`src/rtl/cost_table_reader_pkg.sv`:
```
// cost_table_reader_pkg
// Shared definitions for the cost table, used by both the learn-costs writer
// and this reader so that both ends agree on the table layout.
//   - memory geometry and word width
//   - byte offsets of each field inside an 8-byte entry
//   - entry_t record and the reader FSM state type
//   - unpack_entry(): big-endian 8-byte image -> entry_t
package cost_table_reader_pkg;

    localparam int MEM_DEPTH   = 1024;
    localparam int ADDR_WIDTH  = 10;
    localparam int MEM_WIDTH   = 8;
    localparam int WORD_WIDTH  = 16;
    localparam int ENTRY_BYTES = 8;
    localparam int MAX_ENTRIES = MEM_DEPTH / ENTRY_BYTES;

    // Byte offsets of each word inside an entry (high byte at the lower address).
    localparam int OFS_SRC  = 0;
    localparam int OFS_BATT = 2;
    localparam int OFS_VAL  = 4;
    localparam int OFS_CLU  = 6;

    localparam logic [WORD_WIDTH-1:0] EMPTY_WORD = 16'hFFFF;

    typedef struct packed {
        logic [WORD_WIDTH-1:0] source_id;
        logic [WORD_WIDTH-1:0] battery_stat;
        logic [WORD_WIDTH-1:0] value;
        logic [WORD_WIDTH-1:0] cluster_id;
    } entry_t;

    typedef enum logic [1:0] {
        ST_IDLE   = 2'd0,
        ST_READ   = 2'd1,
        ST_FINISH = 2'd2
    } state_t;

    // The byte at entry offset 0 sits in the most significant byte of 'bytes'.
    function automatic entry_t unpack_entry(input logic [ENTRY_BYTES*MEM_WIDTH-1:0] bytes);
        entry_t e;
        e.source_id    = bytes[ENTRY_BYTES*MEM_WIDTH-1-OFS_SRC*MEM_WIDTH  -: WORD_WIDTH];
        e.battery_stat = bytes[ENTRY_BYTES*MEM_WIDTH-1-OFS_BATT*MEM_WIDTH -: WORD_WIDTH];
        e.value        = bytes[ENTRY_BYTES*MEM_WIDTH-1-OFS_VAL*MEM_WIDTH  -: WORD_WIDTH];
        e.cluster_id   = bytes[ENTRY_BYTES*MEM_WIDTH-1-OFS_CLU*MEM_WIDTH  -: WORD_WIDTH];
        return e;
    endfunction

endpackage

```
`src/rtl/cost_table_reader_if.sv`:
```
// cost_table_reader_if
// Read port of the shared 1024x8 data memory.
//   mem_addr  : byte address            (master -> memory)
//   mem_rd_en : read strobe             (master -> memory)
//   mem_rdata : read data, valid the cycle after mem_rd_en (memory -> master)
interface cost_table_reader_if
    import cost_table_reader_pkg::*;
();
    logic [ADDR_WIDTH-1:0] mem_addr;
    logic                  mem_rd_en;
    logic [MEM_WIDTH-1:0]  mem_rdata;

    modport master (output mem_addr, output mem_rd_en, input  mem_rdata);
    modport slave  (input  mem_addr, input  mem_rd_en, output mem_rdata);
endinterface

```
`src/rtl/cost_table_reader_entry_assembler.sv`:
```
// cost_table_reader_entry_assembler
// Collects the byte stream returned by memory into 8-byte entries.
//   clock, nreset  : clock, synchronous active-low reset
//   i_clear        : restart at byte 0 (new scan)
//   i_byte_valid   : i_byte carries the next table byte this cycle
//   i_byte         : table byte
//   o_entry_valid  : this cycle's byte completes an entry
//   o_entry        : the completed entry (valid with o_entry_valid)
module cost_table_reader_entry_assembler
    import cost_table_reader_pkg::*;
(
    input  logic                 clock,
    input  logic                 nreset,
    input  logic                 i_clear,
    input  logic                 i_byte_valid,
    input  logic [MEM_WIDTH-1:0] i_byte,
    output logic                 o_entry_valid,
    output entry_t               o_entry
);
    localparam int CNT_W = $clog2(ENTRY_BYTES);

    logic [CNT_W-1:0]                       r_count;
    // Holds the first seven bytes; the eighth is taken straight from i_byte so
    // the entry is available in the cycle its last byte arrives.
    logic [(ENTRY_BYTES-1)*MEM_WIDTH-1:0]   r_shift;

    always_ff @(posedge clock) begin
        if (!nreset || i_clear) begin
            r_count <= '0;
            r_shift <= '0;
        end else if (i_byte_valid) begin
            r_count <= r_count + CNT_W'(1);
            r_shift <= {r_shift[(ENTRY_BYTES-2)*MEM_WIDTH-1:0], i_byte};
        end
    end

    assign o_entry_valid = i_byte_valid && (r_count == CNT_W'(ENTRY_BYTES-1));
    assign o_entry       = unpack_entry({r_shift, i_byte});

endmodule

```
`src/rtl/cost_table_reader.sv`:
```
// cost_table_reader
// Scans the cost table in data memory and reports the lowest-value entry
// whose battery status is at least min_battery.
//   clock, nreset       : clock, synchronous active-low reset
//   i_start_read        : one-cycle start pulse (ignored while busy)
//   i_base_addr         : byte address of entry 0
//   i_num_entries       : entries to scan (clamped to MAX_ENTRIES)
//   i_min_battery       : eligibility threshold
//   mem_bus             : memory read port (master side)
//   o_best_*            : selected entry, 16'hFFFF when none found
//   o_found             : an eligible entry was selected
//   o_busy              : scan in progress
//   o_done_read         : one-cycle completion pulse
//   o_state             : FSM state, for observation
//
// Start/done protocol: i_start_read is sampled only in IDLE; the sampling
// cycle latches all request inputs. o_busy rises the next cycle and stays
// high through the single o_done_read cycle; results change only on that
// cycle and hold until the next completion.
module cost_table_reader
    import cost_table_reader_pkg::*;
(
    input  logic                  clock,
    input  logic                  nreset,
    input  logic                  i_start_read,
    input  logic [ADDR_WIDTH-1:0] i_base_addr,
    input  logic [7:0]            i_num_entries,
    input  logic [WORD_WIDTH-1:0] i_min_battery,
    cost_table_reader_if.master   mem_bus,
    output logic [WORD_WIDTH-1:0] o_best_source_id,
    output logic [WORD_WIDTH-1:0] o_best_battery_stat,
    output logic [WORD_WIDTH-1:0] o_best_value,
    output logic [WORD_WIDTH-1:0] o_best_cluster_id,
    output logic                  o_found,
    output logic                  o_busy,
    output logic                  o_done_read,
    output state_t                o_state
);
    state_t                r_state, w_state_next;
    logic [ADDR_WIDTH-1:0] r_addr;
    logic                  r_rd_en;
    logic                  r_rd_en_d;      // read data valid this cycle
    logic [10:0]           r_reads_left;   // reads still to issue after this one
    logic [7:0]            r_entries_left;
    logic [WORD_WIDTH-1:0] r_min_battery;
    entry_t                r_run;          // running minimum
    logic                  r_run_found;
    entry_t                r_best;         // published result
    logic                  r_found;

    logic                  w_start;
    logic [7:0]            w_num_clamped;
    logic                  w_entry_valid;
    entry_t                w_entry;
    logic                  w_take;
    entry_t                w_run_next;
    logic                  w_run_found_next;

    cost_table_reader_entry_assembler u_assembler (
        .clock         (clock),
        .nreset        (nreset),
        .i_clear       (w_start),
        .i_byte_valid  (r_rd_en_d),
        .i_byte        (mem_bus.mem_rdata),
        .o_entry_valid (w_entry_valid),
        .o_entry       (w_entry)
    );

    assign w_start       = (r_state == ST_IDLE) && i_start_read;
    assign w_num_clamped = (i_num_entries > 8'(MAX_ENTRIES)) ? 8'(MAX_ENTRIES) : i_num_entries;

    // Strict '<' keeps the earlier entry on equal value.
    always_comb begin
        w_take           = 1'b0;
        w_run_next       = r_run;
        w_run_found_next = r_run_found;
        if (w_entry_valid && (w_entry.battery_stat >= r_min_battery) &&
            (!r_run_found || (w_entry.value < r_run.value))) begin
            w_take           = 1'b1;
            w_run_next       = w_entry;
            w_run_found_next = 1'b1;
        end
    end

    always_comb begin
        w_state_next = r_state;
        case (r_state)
            ST_IDLE: begin
                if (w_start) begin
                    w_state_next = (w_num_clamped == 8'd0) ? ST_FINISH : ST_READ;
                end
            end
            ST_READ: begin
                if (w_entry_valid && (r_entries_left == 8'd1)) begin
                    w_state_next = ST_FINISH;
                end
            end
            ST_FINISH: w_state_next = ST_IDLE;
            default:   w_state_next = ST_IDLE;
        endcase
    end

    always_ff @(posedge clock) begin
        if (!nreset) begin
            r_state <= ST_IDLE;
        end else begin
            r_state <= w_state_next;
        end
    end

    always_ff @(posedge clock) begin
        if (!nreset) begin
            r_addr         <= '0;
            r_rd_en        <= 1'b0;
            r_rd_en_d      <= 1'b0;
            r_reads_left   <= '0;
            r_entries_left <= '0;
            r_min_battery  <= '0;
            r_run          <= {4{EMPTY_WORD}};
            r_run_found    <= 1'b0;
            r_best         <= {4{EMPTY_WORD}};
            r_found        <= 1'b0;
        end else begin
            r_rd_en_d <= r_rd_en;
            case (r_state)
                ST_IDLE: begin
                    if (w_start) begin
                        r_min_battery  <= i_min_battery;
                        r_entries_left <= w_num_clamped;
                        r_run          <= {4{EMPTY_WORD}};
                        r_run_found    <= 1'b0;
                        if (w_num_clamped != 8'd0) begin
                            r_addr       <= i_base_addr;
                            r_rd_en      <= 1'b1;
                            r_reads_left <= {w_num_clamped, 3'b000} - 11'd1;
                        end else begin
                            r_best  <= {4{EMPTY_WORD}};
                            r_found <= 1'b0;
                        end
                    end
                end
                ST_READ: begin
                    if (r_rd_en) begin
                        if (r_reads_left == 11'd0) begin
                            r_rd_en <= 1'b0;
                        end else begin
                            // Natural 10-bit overflow gives the wrap past 1023.
                            r_addr       <= r_addr + ADDR_WIDTH'(1);
                            r_reads_left <= r_reads_left - 11'd1;
                        end
                    end
                    if (w_entry_valid) begin
                        r_entries_left <= r_entries_left - 8'd1;
                    end
                    if (w_take) begin
                        r_run       <= w_run_next;
                        r_run_found <= w_run_found_next;
                    end
                    // Publish including the final entry compared this cycle.
                    if (w_state_next == ST_FINISH) begin
                        r_best  <= w_run_next;
                        r_found <= w_run_found_next;
                    end
                end
                default: ;
            endcase
        end
    end

    assign mem_bus.mem_addr   = r_addr;
    assign mem_bus.mem_rd_en  = r_rd_en;
    assign o_best_source_id    = r_best.source_id;
    assign o_best_battery_stat = r_best.battery_stat;
    assign o_best_value        = r_best.value;
    assign o_best_cluster_id   = r_best.cluster_id;
    assign o_found             = r_found;
    assign o_busy              = (r_state != ST_IDLE);
    assign o_done_read         = (r_state == ST_FINISH);
    assign o_state             = r_state;

endmodule
```
`src/flat_wrapper.sv`:
```
// flat-port wrapper written by rule: the top's interface ports become plain ports
module cost_table_reader_flat import cost_table_reader_pkg::*;
  (clock, nreset, i_start_read, i_base_addr, i_num_entries, i_min_battery, o_best_source_id, o_best_battery_stat, o_best_value, o_best_cluster_id, o_found, o_busy, o_done_read, o_state, mem_bus_mem_addr, mem_bus_mem_rd_en, mem_bus_mem_rdata);
  cost_table_reader_if mem_bus_i ();
  input  logic clock;
  input  logic nreset;
  input  logic i_start_read;
  input  logic [ADDR_WIDTH-1:0] i_base_addr;
  input  logic [7:0] i_num_entries;
  input  logic [WORD_WIDTH-1:0] i_min_battery;
  output logic [WORD_WIDTH-1:0] o_best_source_id;
  output logic [WORD_WIDTH-1:0] o_best_battery_stat;
  output logic [WORD_WIDTH-1:0] o_best_value;
  output logic [WORD_WIDTH-1:0] o_best_cluster_id;
  output logic o_found;
  output logic o_busy;
  output logic o_done_read;
  output state_t o_state;
  output wire logic [$bits(mem_bus_i.mem_addr)-1:0] mem_bus_mem_addr;
  output wire logic [$bits(mem_bus_i.mem_rd_en)-1:0] mem_bus_mem_rd_en;
  input wire logic [$bits(mem_bus_i.mem_rdata)-1:0] mem_bus_mem_rdata;
  assign mem_bus_mem_addr = mem_bus_i.mem_addr;
  assign mem_bus_mem_rd_en = mem_bus_i.mem_rd_en;
  assign mem_bus_i.mem_rdata = mem_bus_mem_rdata;
  cost_table_reader u_core (.clock(clock), .nreset(nreset), .i_start_read(i_start_read), .i_base_addr(i_base_addr), .i_num_entries(i_num_entries), .i_min_battery(i_min_battery), .mem_bus(mem_bus_i), .o_best_source_id(o_best_source_id), .o_best_battery_stat(o_best_battery_stat), .o_best_value(o_best_value), .o_best_cluster_id(o_best_cluster_id), .o_found(o_found), .o_busy(o_busy), .o_done_read(o_done_read), .o_state(o_state));
endmodule
```
`config.mk`:
```
export PLATFORM = sky130hd
export DESIGN_NAME = cost_table_reader_flat
export DESIGN_NICKNAME = d
export VERILOG_FILES = /design/src/rtl/cost_table_reader_pkg.sv /design/src/rtl/cost_table_reader_if.sv /design/src/rtl/cost_table_reader_entry_assembler.sv /design/src/rtl/cost_table_reader.sv /design/src/flat_wrapper.sv
export SDC_FILE = /design/constraint.sdc
export NUM_CORES = 1
export LEC_CHECK = 0
export CORE_AREA = 2 2 160 162
export CTS_CLUSTER_SIZE = 28
export DETAILED_ROUTE_END_ITERATION = 10
export DIE_AREA = 0 0 162 164
export PLACE_DENSITY = 0.68
export SLEW_MARGIN = 10
export SYNTH_ARGS = -nofsm -noshare
export SYNTH_HDL_FRONTEND = slang
export SYNTH_SLANG_ARGS = --single-unit
```
`constraint.sdc`:
```
create_clock -name clock -period 2.4 [get_ports clock]
set_clock_uncertainty 0.05 [all_clocks]
set_input_delay 0.72 -clock clock [delete_from_list [all_inputs] [get_ports clock]]
set_output_delay 0.72 -clock clock [all_outputs]
set_load 0.05 [all_outputs]
```
### Yosys cells after proc, flatten, opt, wreduce, memory -nomap -nowiden

Cells that the tools add are included.
Widths: inputs -> output; s select.

* $add $sub $neg: 5
* order comparisons: 3
* equal/unequal tests: 13
* muxes and demuxes: 40
* reductions and logical operators: 21

Operators by type and width (count)
* $mux 64: 6
* $pmux 64 s2: 2
* $mux 11: 4
* $mux 10: 4
* $mux 8: 3
* $pmux 11 s2: 1
* $sub 11x1->11 const B: 2
* $pmux 10 s2: 1
* $ge 16x16->1: 1
* $lt 16x16->1: 1
* $pmux 8 s2: 1
* $logic_not 11->1: 1
* $mux 1: 11
* $add 10x1->10 const B: 1
* $reduce_and 3->1: 3
* $eq 8x1->1 const B: 1
* $gt 8x8->1 const B: 1
* $logic_not 8->1: 1
* $ne 2x1->1 const B: 4
* $ne 2x2->1 const B: 4
* $reduce_bool 8->1: 1
* $sub 8x1->8 const B: 1
* $mux 2: 3
* $pmux 1 s2: 3
* other kinds (13): 21

* register bits: 238
* input bits: 45
* word-level logic and storage cells: 101

### Longest topological paths before layout

* depth in word-level cells: 9
* mapped depth: 12
* gate-level depth less buffers: 8

### Hierarchy

A second synthesis with hierarchy kept.

* cell total of the unflattened synthesis: 1507
* area, all modules: 12650.9 sq um

Modules (own cells, without submodules)
* cost_table_reader: instances 1, cells each 1304, area each 10402.5 sq um, sequential area each 3583.4 sq um
* cost_table_reader_entry_assembler: instances 1, cells each 203, area each 2248.4 sq um, sequential area each 1181.1 sq um

### Least setup slack after synthesis

OpenSTA, ideal clock, no wires.

* kind: input port to flip-flop
* start: input port i_num_entries[7]
* end: register u_core.r_reads_left[9]
* setup time: 0.128 ns
* arrival: 2.381 ns
* required time: 2.222 ns
* slack: -0.158 ns
* stages: 11
* buffers on the path: 4
* path through: clkbuf_1 > inv_1 > nand2_1 > ha_1 > buf_2 > a31oi_4 > or2_1 > buf_2 > buf_6 > a22oi_1 > nor2_1

* longest elaborated chain between the ends: 6
* elaborated cells between the ends (all ways): 9

RTL lines
* from (decl): RTL line flat_wrapper.sv:9 `input logic [7:0] i_num_entries;`
* $gt 8x8->1: RTL line cost_table_reader.sv:70 `assign w_num_clamped = (i_num_entries > 8'(MAX_ENTRIES)) ? 8'(MAX_ENTRIES) : i_num_entries;`
* $mux 8 (*): RTL line cost_table_reader.sv:70
* $sub 11x1->11: RTL line cost_table_reader.sv:135 `r_reads_left <= {w_num_clamped, 3'b000} - 11'd1;`
* $mux 11: RTL line cost_table_reader.sv:132 `if (w_num_clamped != 8'd0) begin`
* $mux 11: RTL line cost_table_reader.sv:127 `if (w_start) begin`
* $pmux 11 s2: RTL line cost_table_reader.sv:125 `case (r_state)`
* to (signal assigned): RTL line cost_table_reader.sv:135
* to (signal assigned): RTL line cost_table_reader.sv:149 `r_reads_left <= r_reads_left - 11'd1;`
* to (decl): RTL line cost_table_reader.sv:43 `logic [10:0] r_reads_left;`

Mark *: on every way between the ends. The rest lies on a longest branch, timed or not. The select of a mux whose other input is x is not followed.
A chain may end at the register's enable or synchronous reset.

### Worst setup path after layout

* start: register u_core.u_assembler.r_shift[25]
* end: register u_core.r_best (netlist bit u_core.o_best_battery_stat[4])

* longest elaborated chain between the ends: 6

RTL lines
* from (decl): RTL line cost_table_reader_entry_assembler.sv:25 `logic [(ENTRY_BYTES-1)*MEM_WIDTH-1:0] r_shift;`
* from (signal assigned): RTL line cost_table_reader_entry_assembler.sv:33 `r_shift <= {r_shift[(ENTRY_BYTES-2)*MEM_WIDTH-1:0], i_byte};`
* $ge 16x16->1: RTL line cost_table_reader.sv:77 `if (w_entry_valid && (w_entry.battery_stat >= r_min_battery) &&`
* $logic_and 1x1->1 (2 in a row): RTL line cost_table_reader.sv:77
* $mux 64: RTL line cost_table_reader.sv:77
* $mux 64: RTL line cost_table_reader.sv:160 `if (w_state_next == ST_FINISH) begin`
* $pmux 64 s2: RTL line cost_table_reader.sv:125
* to (signal assigned): RTL line cost_table_reader.sv:121 `r_best <= {4{EMPTY_WORD}};`
* to (signal assigned): RTL line cost_table_reader.sv:137 `r_best <= {4{EMPTY_WORD}};`
* to (signal assigned): RTL line cost_table_reader.sv:161 `r_best <= w_run_next;`
* to (decl): RTL line cost_table_reader.sv:48 `entry_t r_best;`

No other way between the ends. The select of a mux whose other input is x is not followed.

==> flow_summary.yaml <==
final_layout:
  nFillCells: 2190
  syn_to_final_growth_pct: 33.6
  drive_above_1_share: 0.170
  design_area_sq_mm: 0.0146
  fin_nets: 1564
  multiInputGateArea_sq_mm: 0.00583
  seqCellArea_sq_mm: 0.00478
  instances_no_fill: 1831
clocking:
  clk_latency_ns: 0.55
  cts.sinks: 238
  cts_tree: "built"
  clk_pin_slew_ns: 0.06
  htree_levels: 1
  numCtsBuffers: 26
  cts_root_buffer: "clkbuf_16"
  clock_path_buffers: 3
synth:
  synth_edf_count: 0
  syn_nets: 1396
  synthesis.area_sq_mm: 0.0110
  async_flop_share: 0
  synth_top_area_frac: 0.435
  synth.lib_cells_used.distinct: 68
  synth_area_leaders: "dfxtp_1, o21ai_0, mux2i_1"
  syn_inst: 1313
  ys_seq_area_frac: 0.435
  synthMostInstantiatedCell: "dfxtp_1"
  post-synth-top-area-cell: "dfxtp_1"
  yosys_warnings: 0
  synth.avg_cell_area_sq_um: 8.34
  synth_common_cells: "dfxtp_1, nor2_1, o21ai_0"
  ys.flop_type: "dfxtp_1"
  synth_seq_cells: 238
place:
  dp_cells: 1755
  io_buffer_count: 124
  dp_hpwl_mm: 21.0
  placed_cell_area_sq_mm: 0.0132
  gp_congestion: 0.889
timing:
  hold_violations: 0
  fin_ws_ns: -0.0169
  timing.hold.ws_ns: 0.404
  slew_headroom: 0.303
  slew_viol_final: 0
  setup_viol: 3
  final.setup.tns_ns: -0.0394
  rsz0062_at_grt: "yes"
  max_freq_mhz: 414
  period_minus_slack_ns: 2.42
  final.period_utilization: 1.01
  tightest_slew_ns: 1.05
die:
  fp.dieW_microns: 162
  initial_utilization: 0.441
  ios: 125
  rows: 58
  dieArea_sq_mm: 0.0266
  coreArea_sq_mm: 0.0248
  die_y_microns: 164
global_routing:
  grt_pass1_vias: 9932
  grt-busiest-layer: "met2"
  grtUsageTotal: 0.240
  use_met3: 0.0278
  grt_first_pass_wirelength_mm: 52.2
  met1_usage: 0.319
  grt_overflow: 0
  grt_antenna_before_repair: 0
  met2_usage: 0.414
  grt_max_degree: 82
status:
  status: "finished, violations left"
  violations: "negative setup slack"
setup_path:
  cp-start-kind: "register"
  required_ns: 2.81
  path_class: "register to register"
  arrival_ns: 2.83
  path_max_fanout: 13
  endpoint_kind: "register"
drt:
  ant_nets: 0
  dr.pass1.iters: 5
  totalWireLength_mm: 35.2
  vias: 10690
  viasPerCell: 5.84
  drcViolationCount: 0
  wl_per_cell_microns: 19.2
  drt_iter0_drc: 959
power:
  p_leak_uw: 0.00538
  p_per_area_mw_per_mm2: 630
  peakVddDrop_uv: 435
min_path:
  min_path_type: "register to register"
flow_run:
  maxCapViolations: 0
## metrics by stage
stage	total power [uW]	util	setup slack, ns
after global placement	5090	0.530	-0.489
after detailed placement	5100	0.530	-0.551
after global routing	9510	0.590	-0.153
after CTS	9190	0.564	-0.0155
final	9220	0.590	-0.0169
after floorplan	4750	-	0.00480
## cells in the final DEF, fill, tap and decap left out, drive strengths merged, types with 2 or more instances in the layout
master         instances
dfxtp                238
nor2                 154
o21ai                147
buf                  129
nand3                 80
dlygate4sd2           76
nand2                 75
a31oi                 70
nor3                  64
mux2i                 58
a21oi                 58
a211oi                55
clkdlybuf4s50         43
inv                   43
clkbuf                41
ha                    38
nor4                  23
a41oi                 17
clkinv                10
a22oi                  7
o31ai                  7
o211ai                 5
nand4                  4
or3                    4
or2                    4
nor2b                  4
a311oi                 4
o22ai                  3
xnor2                  3
bufinv                 3
nand2b                 3
a21o                   2
o21a                   2
o32ai                  2
and2                   2
and3                   2
a2bb2oi                2
o31a                   2
o311ai                 2
## routing by layer
metal | vias to the layer above | wire length [microns]
li1 | 5110 | -
met1 | 5109 | 14800
met2 | 409 | 17100
met3 | 62 | 2380
met4 | 0 | 963
met5 | - | 0
## report_power, final
| part | internal (uW) | switching [uW] | leakage [uW] |
|---|---|---|---|
| Sequential | 4020 | 71.6 | 0.00193 |
| Combinational | 393 | 602 | 0.00301 |
| Clock | 2420 | 1720 | 0.000435 |
## final timing paths
path                            depth (start not counted)                       endpoint  slack [ns]                      startpoint
worst max-delay path                                   10  u_core.o_best_battery_stat[4]       -0.02  u_core.u_assembler.r_shift[25]
worst min-delay path                                    2        u_core.r_min_battery[4]        0.40         u_core.r_min_battery[4]
worst max register to register                         10  u_core.o_best_battery_stat[4]       -0.02  u_core.u_assembler.r_shift[25]
worst min register to register                          2        u_core.r_min_battery[4]        0.40         u_core.r_min_battery[4]
## worst max-delay path, cell delays in order (launching register included)
cell	delay, ns
dfxtp_2	0.37
ha_4	0.21
nor2b_2	0.15
o211ai_1	0.25
a311oi_2	0.17
buf_4	0.17
o31ai_4	0.26
buf_12	0.23
buf_12	0.16
o21ai_0	0.10
a31oi_1	0.21
## state kept, by name, indices dropped and copies added, names as in the netlist
signal	count
u_core.r_min_battery	16
u_core.o_state	2
u_core.u_assembler.r_shift	56
u_core.mem_bus.mem_addr	10
u_core.u_assembler.r_count	3
u_core.o_best_value	16
u_core.r_entries_left	8
u_core.o_best_cluster_id	16
u_core.o_found	1
u_core.r_rd_en_d	1
u_core.o_best_battery_stat	16
u_core.mem_bus.mem_rd_en	1
u_core.r_reads_left	11
u_core.r_run_found	1
u_core.r_run	64
u_core.o_best_source_id	16
## cell type report
type	count	area share
multi-input cells	916	0.398
flip-flops and latches	238	0.326
repair buffers	257	0.176
clock buffers	32	0.0480
well taps	330	0.0282
clock inverters	15	0.0117
inverters	42	0.0108
diodes	1	0.000171
## cells by family (layout without fill, tap and decap cells)
logic type                 count (synthesis)  in the layout  share of synthesized area
muxes                                     58             58                     0.0530
DFF                                      238            238                      0.435
xor gates and xnor gates                   4              4                    0.00320
adders and majority gates                 38             38                     0.0434
buffers and inverters                    159            346                     0.0630
other                                      0              1                          0
and+or+nand+nor                          425            425                      0.179
AOI/OAI and AO/OA                        391            391                      0.224
## what timing repair did
action	CTS	global route
pin swaps	3	34
setup endpoints to repair	96	128
resized for setup	82	104
cloned	0	11
hold buffers	0	0
setup buffers	3	14
(Power assumes the default switching activity.)
